--- src/rtl/vga_timing_gen.sv ---
`default_nettype none
// ============================================================================
// Module      : vga_timing_gen
// Description : Parametrised VGA raster timing generator. Free-running
//               column/line counters advanced by a pixel-clock enable, with
//               registered sync, blanking and line/frame start strobes that
//               are decoded from the next counter value so they stay coherent
//               with HControl/VControl in the same cycle.
//               Optional macro VGA_TIMING_PREFETCH_EN adds fetchX/fetchY/
//               fetchValid, which show the coordinate of the next pixel tick.
// Revision    : 1.0 - initial release
// ============================================================================
module vga_timing_gen #(
  parameter int H_ACTIVE = 640,
  parameter int H_FRONT  = 16,
  parameter int H_SYNC   = 96,
  parameter int H_BACK   = 48,
  parameter int V_ACTIVE = 480,
  parameter int V_FRONT  = 10,
  parameter int V_SYNC   = 2,
  parameter int V_BACK   = 33,
  parameter bit SYNC_POL = 1'b0,
  parameter int CNT_W    = 10
) (
  input  logic             normalCLK,
  input  logic             resetN,
  input  logic             pixEn,
`ifdef VGA_TIMING_PREFETCH_EN
  output logic [CNT_W-1:0] fetchX,
  output logic [CNT_W-1:0] fetchY,
  output logic             fetchValid,
`endif
  output logic [CNT_W-1:0] HControl,
  output logic [CNT_W-1:0] VControl,
  output logic             hSync,
  output logic             vSync,
  output logic             videoOn,
  output logic             lineStart,
  output logic             frameStart
);

  localparam int H_TOTAL = H_ACTIVE + H_FRONT + H_SYNC + H_BACK;
  localparam int V_TOTAL = V_ACTIVE + V_FRONT + V_SYNC + V_BACK;

  // Last counter values before wrapping.
  localparam logic [CNT_W-1:0] C_H_LAST = CNT_W'(H_TOTAL - 1);
  localparam logic [CNT_W-1:0] C_V_LAST = CNT_W'(V_TOTAL - 1);

  // Region bounds held one bit wider so that a sync pulse ending exactly at
  // 2^CNT_W (zero back porch, full-range counter) does not alias to zero.
  localparam logic [CNT_W:0] C_H_ACT    = (CNT_W+1)'(H_ACTIVE);
  localparam logic [CNT_W:0] C_HS_BEGIN = (CNT_W+1)'(H_ACTIVE + H_FRONT);
  localparam logic [CNT_W:0] C_HS_END   = (CNT_W+1)'(H_ACTIVE + H_FRONT + H_SYNC);
  localparam logic [CNT_W:0] C_V_ACT    = (CNT_W+1)'(V_ACTIVE);
  localparam logic [CNT_W:0] C_VS_BEGIN = (CNT_W+1)'(V_ACTIVE + V_FRONT);
  localparam logic [CNT_W:0] C_VS_END   = (CNT_W+1)'(V_ACTIVE + V_FRONT + V_SYNC);

  logic [CNT_W-1:0] h_q, v_q;
  logic [CNT_W-1:0] h_d, v_d;
  logic             hsync_q, vsync_q, video_q, line_q, frame_q;
  logic             hsync_d, vsync_d, video_d, line_d, frame_d;
  logic [CNT_W:0]   h_d_ext, v_d_ext;

  // Next raster position and the outputs that belong to it.
  always_comb begin
    h_d = h_q + 1'b1;
    v_d = v_q;
    if (h_q == C_H_LAST) begin
      h_d = '0;
      if (v_q == C_V_LAST) begin
        v_d = '0;
      end else begin
        v_d = v_q + 1'b1;
      end
    end
    h_d_ext = {1'b0, h_d};
    v_d_ext = {1'b0, v_d};
    hsync_d = ((h_d_ext >= C_HS_BEGIN) && (h_d_ext < C_HS_END)) ? SYNC_POL : ~SYNC_POL;
    vsync_d = ((v_d_ext >= C_VS_BEGIN) && (v_d_ext < C_VS_END)) ? SYNC_POL : ~SYNC_POL;
    video_d = (h_d_ext < C_H_ACT) && (v_d_ext < C_V_ACT);
    line_d  = (h_d == '0);
    frame_d = (h_d == '0) && (v_d == '0);
  end

  // Counters and decoded outputs advance together on a pixel tick; strobes
  // are cleared on every non-tick cycle so they last one clock only.
  always_ff @(posedge normalCLK or negedge resetN) begin
    if (!resetN) begin
      h_q     <= C_H_LAST;
      v_q     <= C_V_LAST;
      hsync_q <= ~SYNC_POL;
      vsync_q <= ~SYNC_POL;
      video_q <= 1'b0;
      line_q  <= 1'b0;
      frame_q <= 1'b0;
    end else if (pixEn) begin
      h_q     <= h_d;
      v_q     <= v_d;
      hsync_q <= hsync_d;
      vsync_q <= vsync_d;
      video_q <= video_d;
      line_q  <= line_d;
      frame_q <= frame_d;
    end else begin
      line_q  <= 1'b0;
      frame_q <= 1'b0;
    end
  end

  assign HControl   = h_q;
  assign VControl   = v_q;
  assign hSync      = hsync_q;
  assign vSync      = vsync_q;
  assign videoOn    = video_q;
  assign lineStart  = line_q;
  assign frameStart = frame_q;

`ifdef VGA_TIMING_PREFETCH_EN
  // The next-tick position is already computed for the registers; exposing
  // it gives a one-cycle memory lookup time to line up with videoOn.
  assign fetchX     = h_d;
  assign fetchY     = v_d;
  assign fetchValid = video_d;
`endif

endmodule
`default_nettype wire

--- config.mk ---
export PLATFORM = sky130hd
export DESIGN_NAME = vga_timing_gen
export DESIGN_NICKNAME = d
export VERILOG_FILES = /design/src/rtl/vga_timing_gen.sv
export SDC_FILE = /design/constraint.sdc
export NUM_CORES = 1
export LEC_CHECK = 0
export CORE_MARGIN = 1
export CORE_UTILIZATION = 25
export CTS_CLUSTER_SIZE = 25
export DETAILED_ROUTE_END_ITERATION = 7
export PLACE_DENSITY_LB_ADDON = 0.25
export SYNTH_ARGS = -nofsm -noshare
export SYNTH_HDL_FRONTEND = slang
export SYNTH_SLANG_ARGS = --single-unit
export TNS_END_PERCENT = 50
--- constraint.sdc ---
create_clock -name normalCLK -period 2.7 [get_ports normalCLK]
set_input_delay 0.405 -clock normalCLK [delete_from_list [all_inputs] [get_ports normalCLK]]
set_output_delay 0.405 -clock normalCLK [all_outputs]
set_load 0.01 [all_outputs]
Yosys cells after proc, flatten, opt, wreduce, memory -nomap -nowiden
Index checks and enable logic that the tools add are counted.
Widths: inputs -> output; s select.

cells by class
  $add $sub $neg = 2
  equal/unequal tests = 2
  multiplexer cells = 7
  reductions and logical operators = 6
  $lt $le $gt $ge = 6

operators with widths
  cell                   count
  $mux 10                3
  $add 10x1->10 const B  2
  $eq 10x10->1 const B   2
  $logic_not 10->1       2
  $lt 10x10->1 const B   2
  $lt 10x9->1 const B    2
  $ge 10x10->1 const B   1
  $ge 10x9->1 const B    1
  $logic_and 1x1->1      4
  $mux 1                 4

word-level totals
  register bits after elaboration = 25
  output and inout bits = 25

Logic depth before layout (Yosys ltp)
  depth in word-level cells = 6
  mapped depth = 9
  gate-level depth less buffers = 8

Worst setup path after synthesis
Ideal clock, no wire load.

  path type = register to register
  start point = register h_q[0] (netlist: HControl[0])
  end point = register vsync_q (netlist: vSync)
  cell stages (with the launch flop) = 9
  arrival time = 2.065 ns
  setup slack = 0.557 ns
  buffers on the path = 1
  cell sequence = dfstp_2 -> ha_1 -> and3_1 -> buf_2 -> nand4_4 -> o311ai_1 -> a22oi_1 -> and3_1 -> a31oi_1

on the way
  cells in the longest elaborated chain, start to end = 5

ends and longest elaborated chain
  element                                     line  RTL
  start, declared                             58    logic [CNT_W-1:0] h_q, v_q;
  start signal, assigned                      89    h_q <= C_H_LAST;
  start signal, assigned                      97    h_q <= h_d;
  $eq 10x10->1 (*)                            68    if (h_q == C_H_LAST) begin
  $mux 10 (*)                                 68
  $ge 10x9->1 or $lt 10x9->1 (tied branches)  79    vsync_d = ((v_d_ext >= C_VS_BEGIN) && (v_d_ext < C_VS_END)) ? SYNC_POL : ~SYNC_POL;
  $logic_and 1x1->1 (*)                       79
  $mux 1 (*)                                  79
  end signal, assigned                        92    vsync_q <= ~SYNC_POL;
  end signal, assigned                        100   vsync_q <= vsync_d;
  end, declared                               60    logic hsync_q, vsync_q, video_q, line_q, frame_q;

Every way passes the cells marked *; elsewhere a longest branch is shown, timed or not.
A chain may end at the register's enable or synchronous reset.

Worst setup path in the final report
Same ends and word-level chain as after synthesis.

==> results.json <==
{
  "avgRoutedWirePerCell_um": 13.96,
  "grt_pass1_vias": 1451,
  "finalHoldViolations": 0,
  "synthAdderAreaFrac_pct": 2.734,
  "worstSetupEndpointType": "flip-flop",
  "synth_xor_area_share_pct": 5.742,
  "synthSimpleGateAreaFrac_pct": 27.75,
  "finalSetupViolCount": 0,
  "routed_wl_mm": 4.606,
  "clk_latency_ns": 0.27,
  "dp_slack_ns": 0.1821,
  "min_period_ns": 2.449,
  "cts-buffers-inserted": 3,
  "syn_to_final_growth_pct": 21.60,
  "vias": 1637,
  "crit_fanout": 19,
  "ctsHoldBuffers": 0,
  "synthCells": 215,
  "ys_seq_area_share_pct": 35.00,
  "yosysUniqueCellTypes": 51,
  "final_common_cell": "clkdlybuf4s50_1",
  "drt_pass1_iterations": 4,
  "crit_chain": "ha_1, and3_2, nand4_4, o311ai_1, a22oi_1, and3_1, a31oi_1",
  "io_buffers": 27,
  "multi_input_area_um2": 1067,
  "gp_congestion": 0.8018,
  "grt_pass1_wl_mm": 7.521,
  "max_slew_margin_pct": 72.83,
  "cts_root_buffer": "clkbuf_8",
  "p_leak_uw": 0.0007966,
  "via_per_inst": 4.961,
  "numClockSinks": 25,
  "nets": 242,
  "core_area_um2": 6944,
  "crit_buf_inv": 0,
  "worst_slew_pin_slew_ns": 0.3973,
  "dp_hpwl_mm": 3.277,
  "worstSetupPathType": "flip-flop to flip-flop",
  "slew_viol_final": 0,
  "num-fill-cells": 719,
  "synth_top_area_share_pct": 17.77,
  "rows": 30,
  "peakVddDrop_v": 0.0002157,
  "timing.final.crit_share_pct": 90.71,
  "overflow": 0,
  "cpPeakStageDelay_ns": 0.63,
  "r2r_cells": 7,
  "cap_violations": 0,
  "worstPathArrival_ns": 2.65,
  "dieHeight_um": 87.57,
  "io_pins": 28,
  "syn_area_per_cell_um2": 8.514,
  "yosysWarnings": 0,
  "r2r_start": "HControl[0]",
  "drtIter0Drc": 177,
  "synth_area_leaders": "dfrtp_1 18%, dfstp_2 17%, nand2_1 5.3%",
  "synth-edff-count": 0,
  "grt_max_degree": 26,
  "cp.required_ns": 2.90,
  "initial_core_util_pct": 26.36,
  "dieArea_um2": 7669,
  "synth-compound-area-share_pct": 19.07,
  "synth_top_family_by_area": "simple AND/OR/NAND/NOR gates",
  "timing.hold.ws_ns": 0.4909,
  "worst_hold_path_type": "input port to async pin",
  "synth_area_um2": 1831,
  "synthFlopType": "dfrtp_1",
  "rsz0062_at_grt": "no",
  "reg2reg_slack_ns": 0.25,
  "synth.area.mux_share_pct": 2.939,
  "layout_common_cells": "27 x clkdlybuf4s50_1, 26 x nand2_1, 16 x nor2_1",
  "clock_path_buffers": 2,
  "postCtsSetupBuffers": 0,
  "dpl.cell_count": 326,
  "crit_path_start_kind": "flip-flop",
  "fmax_ghz": 0.4083,
  "fin_cells": 330,
  "r2r-end": "vSync",
  "antenna_found_initial": 0,
  "ant_nets": 0,
  "powerDensity_nw_per_um2": 668.8,
  "yosysTopAreaCell": "dfrtp_1",
  "h-tree-depth": 1,
  "slowest_stage": "dfstp_2",
  "synth_seq_cells": 25,
  "status": "finished clean",
  "synth.net_count": 222,
  "fin_skew_ns": 0.004531,
  "diodes": 0,
  "grt_use_total_pct": 12.61,
  "path_clk_slew_ns": 0.10,
  "cts_tree": "done",
  "cts_resized": 0,
  "drc": 0,
  "async_flop_share_pct": 100.0,
  "register_area_um2": 640.6,
  "crit_family": "simple AND/OR/NAND/NOR gates",
  "tns_ns": 0,
  "drive_gt1_share_pct": 12.82,
  "setup_ws_ns": 0.2509,
  "die_w_um": 87.57
}
==> kinds of logic after synthesis <==
| family | after synthesis |
|---|---|
| AOI/OAI and AO/OA | 52 |
| and+or+nand+nor | 89 |
| adders and majority gates | 4 |
| muxes | 5 |
| DFF | 25 |
| xor gates and xnor gates | 12 |
| buffers and inverters | 28 |
==> Yosys cell counts, types with 3 or more instances <==
cell and instances:
nand2_1 26, nor2_1 16, dfrtp_1 13, dfstp_2 12, o21ai_0 12, xnor2_1 11
inv_1 10, nand3_1 10, a21oi_1 9, buf_2 8, clkbuf_1 8, and3_1 7
nand4_1 6, o31ai_1 6, a31oi_1 4, and4_1 4, ha_1 4, mux2_2 3
nor2b_1 3, nor3_1 3, nor4_1 3, o22ai_1 3
==> power breakdown <==
group          switching [µW]  leakage [µW]  internal (µW)  total, µW
clock                     129     0.0000228            106        235
sequential                134      0.000300            479        613
combinational             313      0.000474            327        640
total                     577      0.000797            912       1490
==> metal layers <==
metal | global-route usage (%) | vias up | wire [µm]
li1 | - | 825 | -
met1 | 19.27 | 759 | 2325
met2 | 17.97 | 49 | 1977
met3 | 1.697 | 4 | 246
met4 | 4.471 | 0 | 57
met5 | 0 | - | 0
==> layout make-up <==
class | count | area share, %
Multi-Input combinational cell | 162 | 47.95
Sequential cell | 25 | 28.78
Timing Repair Buffer | 33 | 14.17
Tap cell | 96 | 5.396
Clock buffer | 4 | 2.024
Inverter | 10 | 1.686
==> how the worst max path moves through the flow <==
stage,slack (ns),cells past startpoint,startpoint,to
floorplan,0.56,8,HControl[0],vSync
CTS,0.12,7,HControl[1],vSync
finish,0.25,7,HControl[0],vSync
global placement,0.25,7,HControl[0],frameStart
detailed placement,0.18,7,HControl[0],videoOn
global route,0.06,7,HControl[1],vSync
==> worst reg2reg max path: stages, from the launching register on <==
cell      delay (ns)
dfstp_2         0.63
ha_1            0.29
and3_2          0.33
nand4_4         0.29
o311ai_1        0.37
a22oi_1         0.13
and3_1          0.18
a31oi_1         0.17
==> metrics by stage <==
stage	util, %	total power [µW]	cell area, µm²
after global routing	32.05	1600	2226
after CTS	32.04	1504	2225
after global placement	31.39	1259	2180
after detailed placement	31.39	1259	2180
after floorplan	-	1021	1831
final	32.05	1489	2226
==> state kept, by name, summed over array words and instances (netlist names) <==
register    cells
VControl       10
vSync           1
frameStart      1
HControl       10
hSync           1
videoOn         1
lineStart       1
No activity file was read; power rests on OpenSTA's default activity.
